==> src/rtl/single_exp_split_arbiter_pkg.sv <==
// Single-precision field layout, split result record and leading-zero helper.
// Latency: n/a (types and constants only).
// Backpressure: n/a.
package single_fp_pkg;

  localparam int EXP_BIAS  = 127;
  localparam int EXP_MAX   = 255;
  localparam int FRAC_W    = 23;
  localparam int EXP_OUT_W = 9;

  // Two's-complement encodings of the fixed output exponents.
  localparam logic [EXP_OUT_W-1:0] EXP_OUT_INF    = 9'd128;
  localparam logic [EXP_OUT_W-1:0] EXP_OUT_SUBNRM = 9'h181;  // -127

  typedef struct packed {
    logic              sign;
    logic [7:0]        exp;
    logic [FRAC_W-1:0] frac;
  } single_t;

  typedef struct packed {
    logic [31:0]          mant;
    logic [EXP_OUT_W-1:0] exp;
    logic                 zero;
    logic                 inf_nan;
  } split_t;

  // Leading zeros of a non-zero fraction (0..22); an all-zero input returns 23.
  function automatic logic [4:0] clz_frac(input logic [FRAC_W-1:0] f);
    logic [4:0] n;
    logic       found;
    n     = '0;
    found = 1'b0;
    for (int i = FRAC_W - 1; i >= 0; i--) begin
      if (!found) begin
        if (f[i]) begin
          found = 1'b1;
        end else begin
          n = n + 5'd1;
        end
      end
    end
    return n;
  endfunction

endpackage

==> src/rtl/single_exp_split_arbiter_if.sv <==
// Request/result bundle between the requesters, the arbiter and the consumer.
// Latency: n/a (wiring only).
// Backpressure: valid/ready on both the request side and the result side.
interface single_exp_split_arbiter_if #(
  parameter int NUM_REQ = 4,
  parameter int ID_W    = $clog2(NUM_REQ)
);

  logic [NUM_REQ-1:0]    req_valid;
  logic [NUM_REQ-1:0]    req_ready;
  logic [NUM_REQ*32-1:0] req_data;
  logic                  out_valid;
  logic                  out_ready;
  logic [31:0]           out_mant;
  logic [8:0]            out_exp;
  logic [ID_W-1:0]       out_id;
  logic                  out_zero;
  logic                  out_inf_nan;

  // Requesters plus the result consumer.
  modport master (
    output req_valid, req_data, out_ready,
    input  req_ready, out_valid, out_mant, out_exp, out_id, out_zero, out_inf_nan
  );

  // The arbiter itself.
  modport slave (
    input  req_valid, req_data, out_ready,
    output req_ready, out_valid, out_mant, out_exp, out_id, out_zero, out_inf_nan
  );

endinterface

==> src/rtl/single_exp_split_arbiter_split.sv <==
// Splits one IEEE-754 single into {sign,127,frac} mantissa, unbiased exponent and class flags.
// Latency: combinational; subnormal normalization (SINGLE_SUBNORMAL_NORM_EN) stays in the same cycle.
// Backpressure: none, pure function of the operand.
module single_exp_split
  import single_fp_pkg::*;
(
  input  logic [31:0] operand,
  output split_t      result
);

  single_t op;
  assign op = single_t'(operand);

`ifdef SINGLE_SUBNORMAL_NORM_EN
  logic [4:0]        lz;
  logic [FRAC_W-1:0] frac_norm;
  assign lz        = clz_frac(op.frac);
  // Shifting past the leading one drops the hidden bit, leaving the new fraction.
  assign frac_norm = op.frac << (lz + 5'd1);
`endif

  // Classify the operand and build the rebased mantissa and exponent.
  always_comb begin
    result         = '0;
    result.mant    = {op.sign, 8'(EXP_BIAS), op.frac};
    if (op.exp == 8'(EXP_MAX)) begin
      result.exp     = EXP_OUT_INF;
      result.inf_nan = 1'b1;
    end else if (op.exp != 8'd0) begin
      result.exp = {1'b0, op.exp} - 9'(EXP_BIAS);
    end else if (op.frac == '0) begin
      result.exp  = '0;
      result.zero = 1'b1;
    end else begin
`ifdef SINGLE_SUBNORMAL_NORM_EN
      result.mant = {op.sign, 8'(EXP_BIAS), frac_norm};
      result.exp  = EXP_OUT_SUBNRM - {4'd0, lz};
`else
      result.exp  = EXP_OUT_SUBNRM;
`endif
    end
  end

endmodule

==> src/rtl/single_exp_split_arbiter.sv <==
// Round-robin shares one single-precision exponent/mantissa split unit among NUM_REQ requesters.
// Latency: 1 cycle from request transfer to registered result; 1 result/cycle when out_ready=1.
// Backpressure: result held and all req_ready low while out_valid & !out_ready. Option: SINGLE_SUBNORMAL_NORM_EN.
module single_exp_split_arbiter
  import single_fp_pkg::*;
#(
  parameter int NUM_REQ = 4,
  parameter int ID_W    = $clog2(NUM_REQ)
) (
  input  logic                          clk,
  input  logic                          rst_n,
  single_exp_split_arbiter_if.slave     bus
);

  logic [ID_W-1:0]    ptr;
  logic [ID_W-1:0]    win;
  logic [ID_W-1:0]    ptr_next;
  logic [NUM_REQ-1:0] grant;
  logic               found;
  logic               accept;
  logic               xfer;
  logic [31:0]        operand;
  split_t             split_res;

  logic               out_valid_q;
  split_t             result_q;
  logic [ID_W-1:0]    id_q;

  // Output register can take a new result when empty or retiring this cycle.
  assign accept = !out_valid_q || bus.out_ready;

  // Round-robin search starting at the pointer, wrapping modulo NUM_REQ.
  always_comb begin
    grant = '0;
    win   = '0;
    found = 1'b0;
    for (int k = 0; k < NUM_REQ; k++) begin
      int j;
      j = int'(ptr) + k;
      if (j >= NUM_REQ) begin
        j = j - NUM_REQ;
      end
      if (!found && bus.req_valid[j]) begin
        found    = 1'b1;
        grant[j] = 1'b1;
        win      = ID_W'(j);
      end
    end
  end

  assign bus.req_ready = (rst_n && accept) ? grant : '0;
  assign xfer          = rst_n && accept && found;
  assign operand       = bus.req_data[{win, 5'd0} +: 32];
  assign ptr_next      = (win == ID_W'(NUM_REQ - 1)) ? '0 : win + 1'b1;

  single_exp_split u_split (
    .operand (operand),
    .result  (split_res)
  );

  // Output register and round-robin pointer; both move only when accepting.
  always_ff @(posedge clk or negedge rst_n) begin
    if (!rst_n) begin
      out_valid_q <= 1'b0;
      result_q    <= '0;
      id_q        <= '0;
      ptr         <= '0;
    end else if (accept) begin
      out_valid_q <= xfer;
      if (xfer) begin
        result_q <= split_res;
        id_q     <= win;
        ptr      <= ptr_next;
      end
    end
  end

  assign bus.out_valid   = out_valid_q;
  assign bus.out_mant    = result_q.mant;
  assign bus.out_exp     = result_q.exp;
  assign bus.out_id      = id_q;
  assign bus.out_zero    = result_q.zero;
  assign bus.out_inf_nan = result_q.inf_nan;

endmodule

==> src/flat_wrapper.sv <==
// flat-port wrapper written by rule: the top's interface ports become plain ports
module single_exp_split_arbiter_flat import single_fp_pkg::*;
#(
  parameter int NUM_REQ = 4,
  parameter int ID_W    = $clog2(NUM_REQ)
)
  (clk, rst_n, bus_req_valid, bus_req_data, bus_out_ready, bus_req_ready, bus_out_valid, bus_out_mant, bus_out_exp, bus_out_id, bus_out_zero, bus_out_inf_nan);
  single_exp_split_arbiter_if #(.NUM_REQ(NUM_REQ), .ID_W(ID_W)) bus_i ();
  input  logic clk;
  input  logic rst_n;
  input wire logic [$bits(bus_i.req_valid)-1:0] bus_req_valid;
  input wire logic [$bits(bus_i.req_data)-1:0] bus_req_data;
  input wire logic [$bits(bus_i.out_ready)-1:0] bus_out_ready;
  output wire logic [$bits(bus_i.req_ready)-1:0] bus_req_ready;
  output wire logic [$bits(bus_i.out_valid)-1:0] bus_out_valid;
  output wire logic [$bits(bus_i.out_mant)-1:0] bus_out_mant;
  output wire logic [$bits(bus_i.out_exp)-1:0] bus_out_exp;
  output wire logic [$bits(bus_i.out_id)-1:0] bus_out_id;
  output wire logic [$bits(bus_i.out_zero)-1:0] bus_out_zero;
  output wire logic [$bits(bus_i.out_inf_nan)-1:0] bus_out_inf_nan;
  assign bus_i.req_valid = bus_req_valid;
  assign bus_i.req_data = bus_req_data;
  assign bus_i.out_ready = bus_out_ready;
  assign bus_req_ready = bus_i.req_ready;
  assign bus_out_valid = bus_i.out_valid;
  assign bus_out_mant = bus_i.out_mant;
  assign bus_out_exp = bus_i.out_exp;
  assign bus_out_id = bus_i.out_id;
  assign bus_out_zero = bus_i.out_zero;
  assign bus_out_inf_nan = bus_i.out_inf_nan;
  single_exp_split_arbiter #(.NUM_REQ(NUM_REQ), .ID_W(ID_W)) u_core (.clk(clk), .rst_n(rst_n), .bus(bus_i));
endmodule
==> config.mk <==
export PLATFORM = sky130hd
export DESIGN_NAME = single_exp_split_arbiter_flat
export DESIGN_NICKNAME = d
export VERILOG_FILES = /design/src/rtl/single_exp_split_arbiter_pkg.sv /design/src/rtl/single_exp_split_arbiter_if.sv /design/src/rtl/single_exp_split_arbiter_split.sv /design/src/rtl/single_exp_split_arbiter.sv /design/src/flat_wrapper.sv
export SDC_FILE = /design/constraint.sdc
export NUM_CORES = 1
export LEC_CHECK = 0
export CORE_ASPECT_RATIO = 0.6
export CORE_UTILIZATION = 44
export CTS_CLUSTER_SIZE = 16
export DETAILED_ROUTE_END_ITERATION = 6
export PLACE_DENSITY = 0.87
export SLEW_MARGIN = 20
export SYNTH_ARGS = -nofsm -noshare
export SYNTH_HDL_FRONTEND = slang
export SYNTH_SLANG_ARGS = --single-unit
==> constraint.sdc <==
create_clock -name clk -period 9.35 [get_ports clk]
set_clock_uncertainty 0.05 [all_clocks]
set_input_delay 0.935 -clock clk [delete_from_list [all_inputs] [get_ports clk]]
set_output_delay 0.935 -clock clk [all_outputs]
set_load 0.01 [all_outputs]
==> results by group <==
Status
  • Status: complete, no violations

Floorplanning
  • Die area: ~8700 sq um
  • Initial cell density of the core: a little under half
  • Core area: between 7000 and 8000 sq um
  • # rows: 25
  • I/O pins: ~190
  • Die Ht: 72.62 um
  • Die X: approximately 120 um

Cells and area
  • Post-route cell area: between 5000 and 6000 sq um
  • Commonest non-fill, non-tap cell in the layout: clkdlybuf4s50_1
  • Share of cells above drive strength 1: between 4 and 5%
  • # diodes: 0
  • NumNets Final: ~800
  • Most frequent cells in the layout: clkdlybuf4s50_1, nand2_1, nand3_1
  • Synthesis-to-finish area growth: 53.61%
  • Final cell count without fillers: between 700 and 800
  • Fillers: roughly 620

Pwr
  • PwrDens: roughly 330 nW/um^2
  • Clock network fraction of total power: 9.5%
  • Power Total: 1.868 mW
  • Internal power: about 0.92 mW
  • Switch share: 50.88%
  • P_sw: 0.9504 mW
  • Combinational fraction of design power: 72.9%
  • Flop pwr share: 17.6%
  • Max VDD drop: about 230 uV
  • Reported leakage power: about 2.4 nW

STA
  • Fin crit share: 53.75%
  • Max-slew headroom: 39.95%
  • # setup viols final: 0
  • Fmax: slightly below 0.2 GHz
  • Fin. Hold Viols: 0
  • RSZ-0062 raised after global routing: no
  • Setup TNS: 0 ns
  • Slew Viols, Final: 0
  • Final worst setup slack: 4.324 ns
  • Worst Tran Pin Value: 0.9007 ns
  • Min Tclk post-route: a little over 5 ns

Yosys
  • #FFs+latches synth: just over 40
  • Avg Cell Area, Syn: between 7 and 8 sq um
  • Seq/Total Area, Yosys: 28.05%
  • Synth warnings: 0
  • Ys flop type: dfrtp_1
  • Cells after synthesis: between 500 and 600
  • Post-Synthesis Cell Area: ~3700 sq um
  • Post-synth cell types: 51
  • Net Count, Synth: 648
  • Number of synthesized flops with an enable pin: 0
  • Async SR Flop Fraction: 100.0%

Clock tree
  • Clock tree buffer depth: 2
  • Post-CTS Resized: 0
  • CTS H-tree lvls: 2
  • Worst-Skew Late Latency: ~0.28 ns
  • Post-CTS Setup Bufs: 0
  • Root buffer cell: clkbuf_16
  • TritonCTS sink count: 41
  • Reg clk slew, reported paths: 0.06 ns
  • Total CTS buffers: 5
  • # hold bufs at CTS: 0
  • CTS tree: done

Placement
  • Placed insts: approximately 760
  • Dpl ws: between 4 and 5 ns
  • Global placer's final weighted congestion: about 1.1
  • Dpl cell area: approximately 5500 sq um
  • Port Buffers: approximately 180
  • Post-DP HPWL: between 10 and 15 mm

Global route
  • Grt total ovfl: 0
  • All-layer global routing usage: 32.62%
  • Vias in the first global route: roughly 4100
  • First-pass GRT wire length: 21.78 mm
  • Initial antenna violation count: 0
  • Largest net degree at the start of global routing: 58

Route
  • Number of DRC markers in iteration 0: 823
  • Initial DRT Pass Iterations: 6
  • Drt total wl: between 10 and 15 mm
  • Wire per inst: approximately 19 um
  • DRC: 0
  • Vias per cell: just over 6
  • Antenna Nets Post-Route: 0
  • Via count: roughly 4800

Worst setup path
  • Worst Path Class, Setup: flip-flop to flip-flop
  • CP Capture Type: flip-flop
  • Crit path launch type: flip-flop
  • Worst Path Required: approximately 9.5 ns
  • Worst Path Arrival: just over 5 ns
  • R2R Setup Slk: roughly 4.3 ns
  • Crit Path Max Fanout: between 50 and 60

Job
  • Max-cap viol count: 0

Min path
  • Hold crit path type: flip-flop to flip-flop
==> final timing paths <==
path	startpoint	to	cells after the start
max	u_core.ptr[0]$_DFFE_PN0P_	u_core.bus.out_exp[5]$_DFFE_PN0P_	15
min	u_core.bus.out_mant[6]$_DFFE_PN0P_	u_core.bus.out_mant[6]$_DFFE_PN0P_	2
max reg2reg	u_core.ptr[0]$_DFFE_PN0P_	u_core.bus.out_exp[5]$_DFFE_PN0P_	15
min reg2reg	u_core.bus.out_mant[6]$_DFFE_PN0P_	u_core.bus.out_mant[6]$_DFFE_PN0P_	2
max in group asynchronous	rst_n	u_core.bus.out_mant[22]$_DFFE_PN0P_	1
min in group asynchronous	rst_n	u_core.bus.out_mant[11]$_DFFE_PN0P_	1
==> registers in the layout, summed over array words and instances, names as in the netlist <==
signal / count
u_core.bus.out_valid: 1
u_core.bus.out_mant: 25
u_core.bus.out_exp: 9
u_core.bus.out_zero: 1
u_core.bus.out_id: 2
u_core.bus.out_inf_nan: 1
u_core.ptr: 2
==> cells in the mapped netlist (3+ instances only) <==
library cell	number	share of area [%]
nand2_1	169	17
nand3_1	71	9.7
dfrtp_1	41	28
nor4_1	23	3.9
nor2_1	18	1.8
mux2i_1	16	4.4
o21ai_0	12	1.6
clkbuf_1	11	1.1
buf_2	10	1.4
a221oi_1	9	2.2
inv_1	9	0.92
or4_1	9	1.8
buf_1	8	0.82
buf_4	7	1.4
ha_1	7	2.4
and3_1	6	1.0
mux4_2	6	3.7
nand4_1	6	1.0
a21oi_1	5	0.68
a22o_1	5	1.2
a31oi_1	5	0.86
nor3_1	5	0.68
xnor2_1	5	1.2
a22oi_1	4	0.82
nor4b_1	4	0.96
a311oi_1	3	0.72
==> layout make-up <==
| type | count | area [sq um] | area share [%] |
|---|---|---|---|
| flip-flops and latches | 41 | 1026 | 18.26 |
| clock buffers | 6 | 138.9 | 2.472 |
| multi-input cells | 417 | 2410 | 42.90 |
| clock inverters | 2 | 13.76 | 0.2450 |
| inverters | 10 | 37.54 | 0.6682 |
| well taps | 108 | 135.1 | 2.405 |
| repair buffers | 187 | 1857 | 33.05 |
==> power groups by stage <==
stage	logic (mW)	clock network, mW	registers [mW]
final	1.36	0.178	0.329
after global routing	1.45	0.186	0.338
after CTS	1.32	0.177	0.327
after detailed placement	1.31	0	0.329
after global placement	1.27	0	0.324
after floorplan	0.837	0	0.344
==> worst max-delay path: stages (launching register included) <==
cell      delay [ns]
dfrtp_1         0.80
inv_2           0.23
ha_1            0.48
mux4_2          0.66
nor2b_4         0.27
o21a_4          0.19
nor2_4          0.05
buf_4           0.31
and3_1          0.23
a31oi_1         0.28
ha_1            0.24
inv_1           0.07
a211oi_2        0.27
nand4_1         0.20
and3_1          0.32
a22o_1          0.21
==> kinds of logic (layout without fill, tap and decap cells) <==
kind of cell / count (synthesis) / in the layout / share of synthesized area (%)
flops: 41 / 41 / 28.05
mux: 24 / 24 / 8.690
xor+xnor: 6 / 6 / 1.437
buf+inv: 48 / 205 / 6.397
simple gates: 320 / 320 / 40.37
compound gates: 59 / 59 / 12.56
other cells: 1 / 1 / 0.1025
fa+ha+maj: 7 / 7 / 2.395
==> per-stage QoR <==
| stage | util, % | hold WS, ns |
|---|---|---|
| 2_1_floorplan | - | 0.4570 |
| 6_report | 70.43 | 0.4225 |
| 3_5_place_dp | 68.45 | 0.4133 |
| 4_1_cts | 70.37 | 0.4271 |
| 5_1_grt | 70.43 | 0.4531 |
| 3_3_place_gp | 68.45 | 0.4073 |
==> per-layer routing <==
metal	track usage, %	share of wire (%)	vias up	routed length [um]
met3	7.500	14	56	1975
met1	49.04	42	2203	6130
li1	-	-	2114	-
met5	0	0	-	0
met4	8.611	2.8	0	405
met2	46.56	41	404	6033
Power figures use the tool's default switching activity.
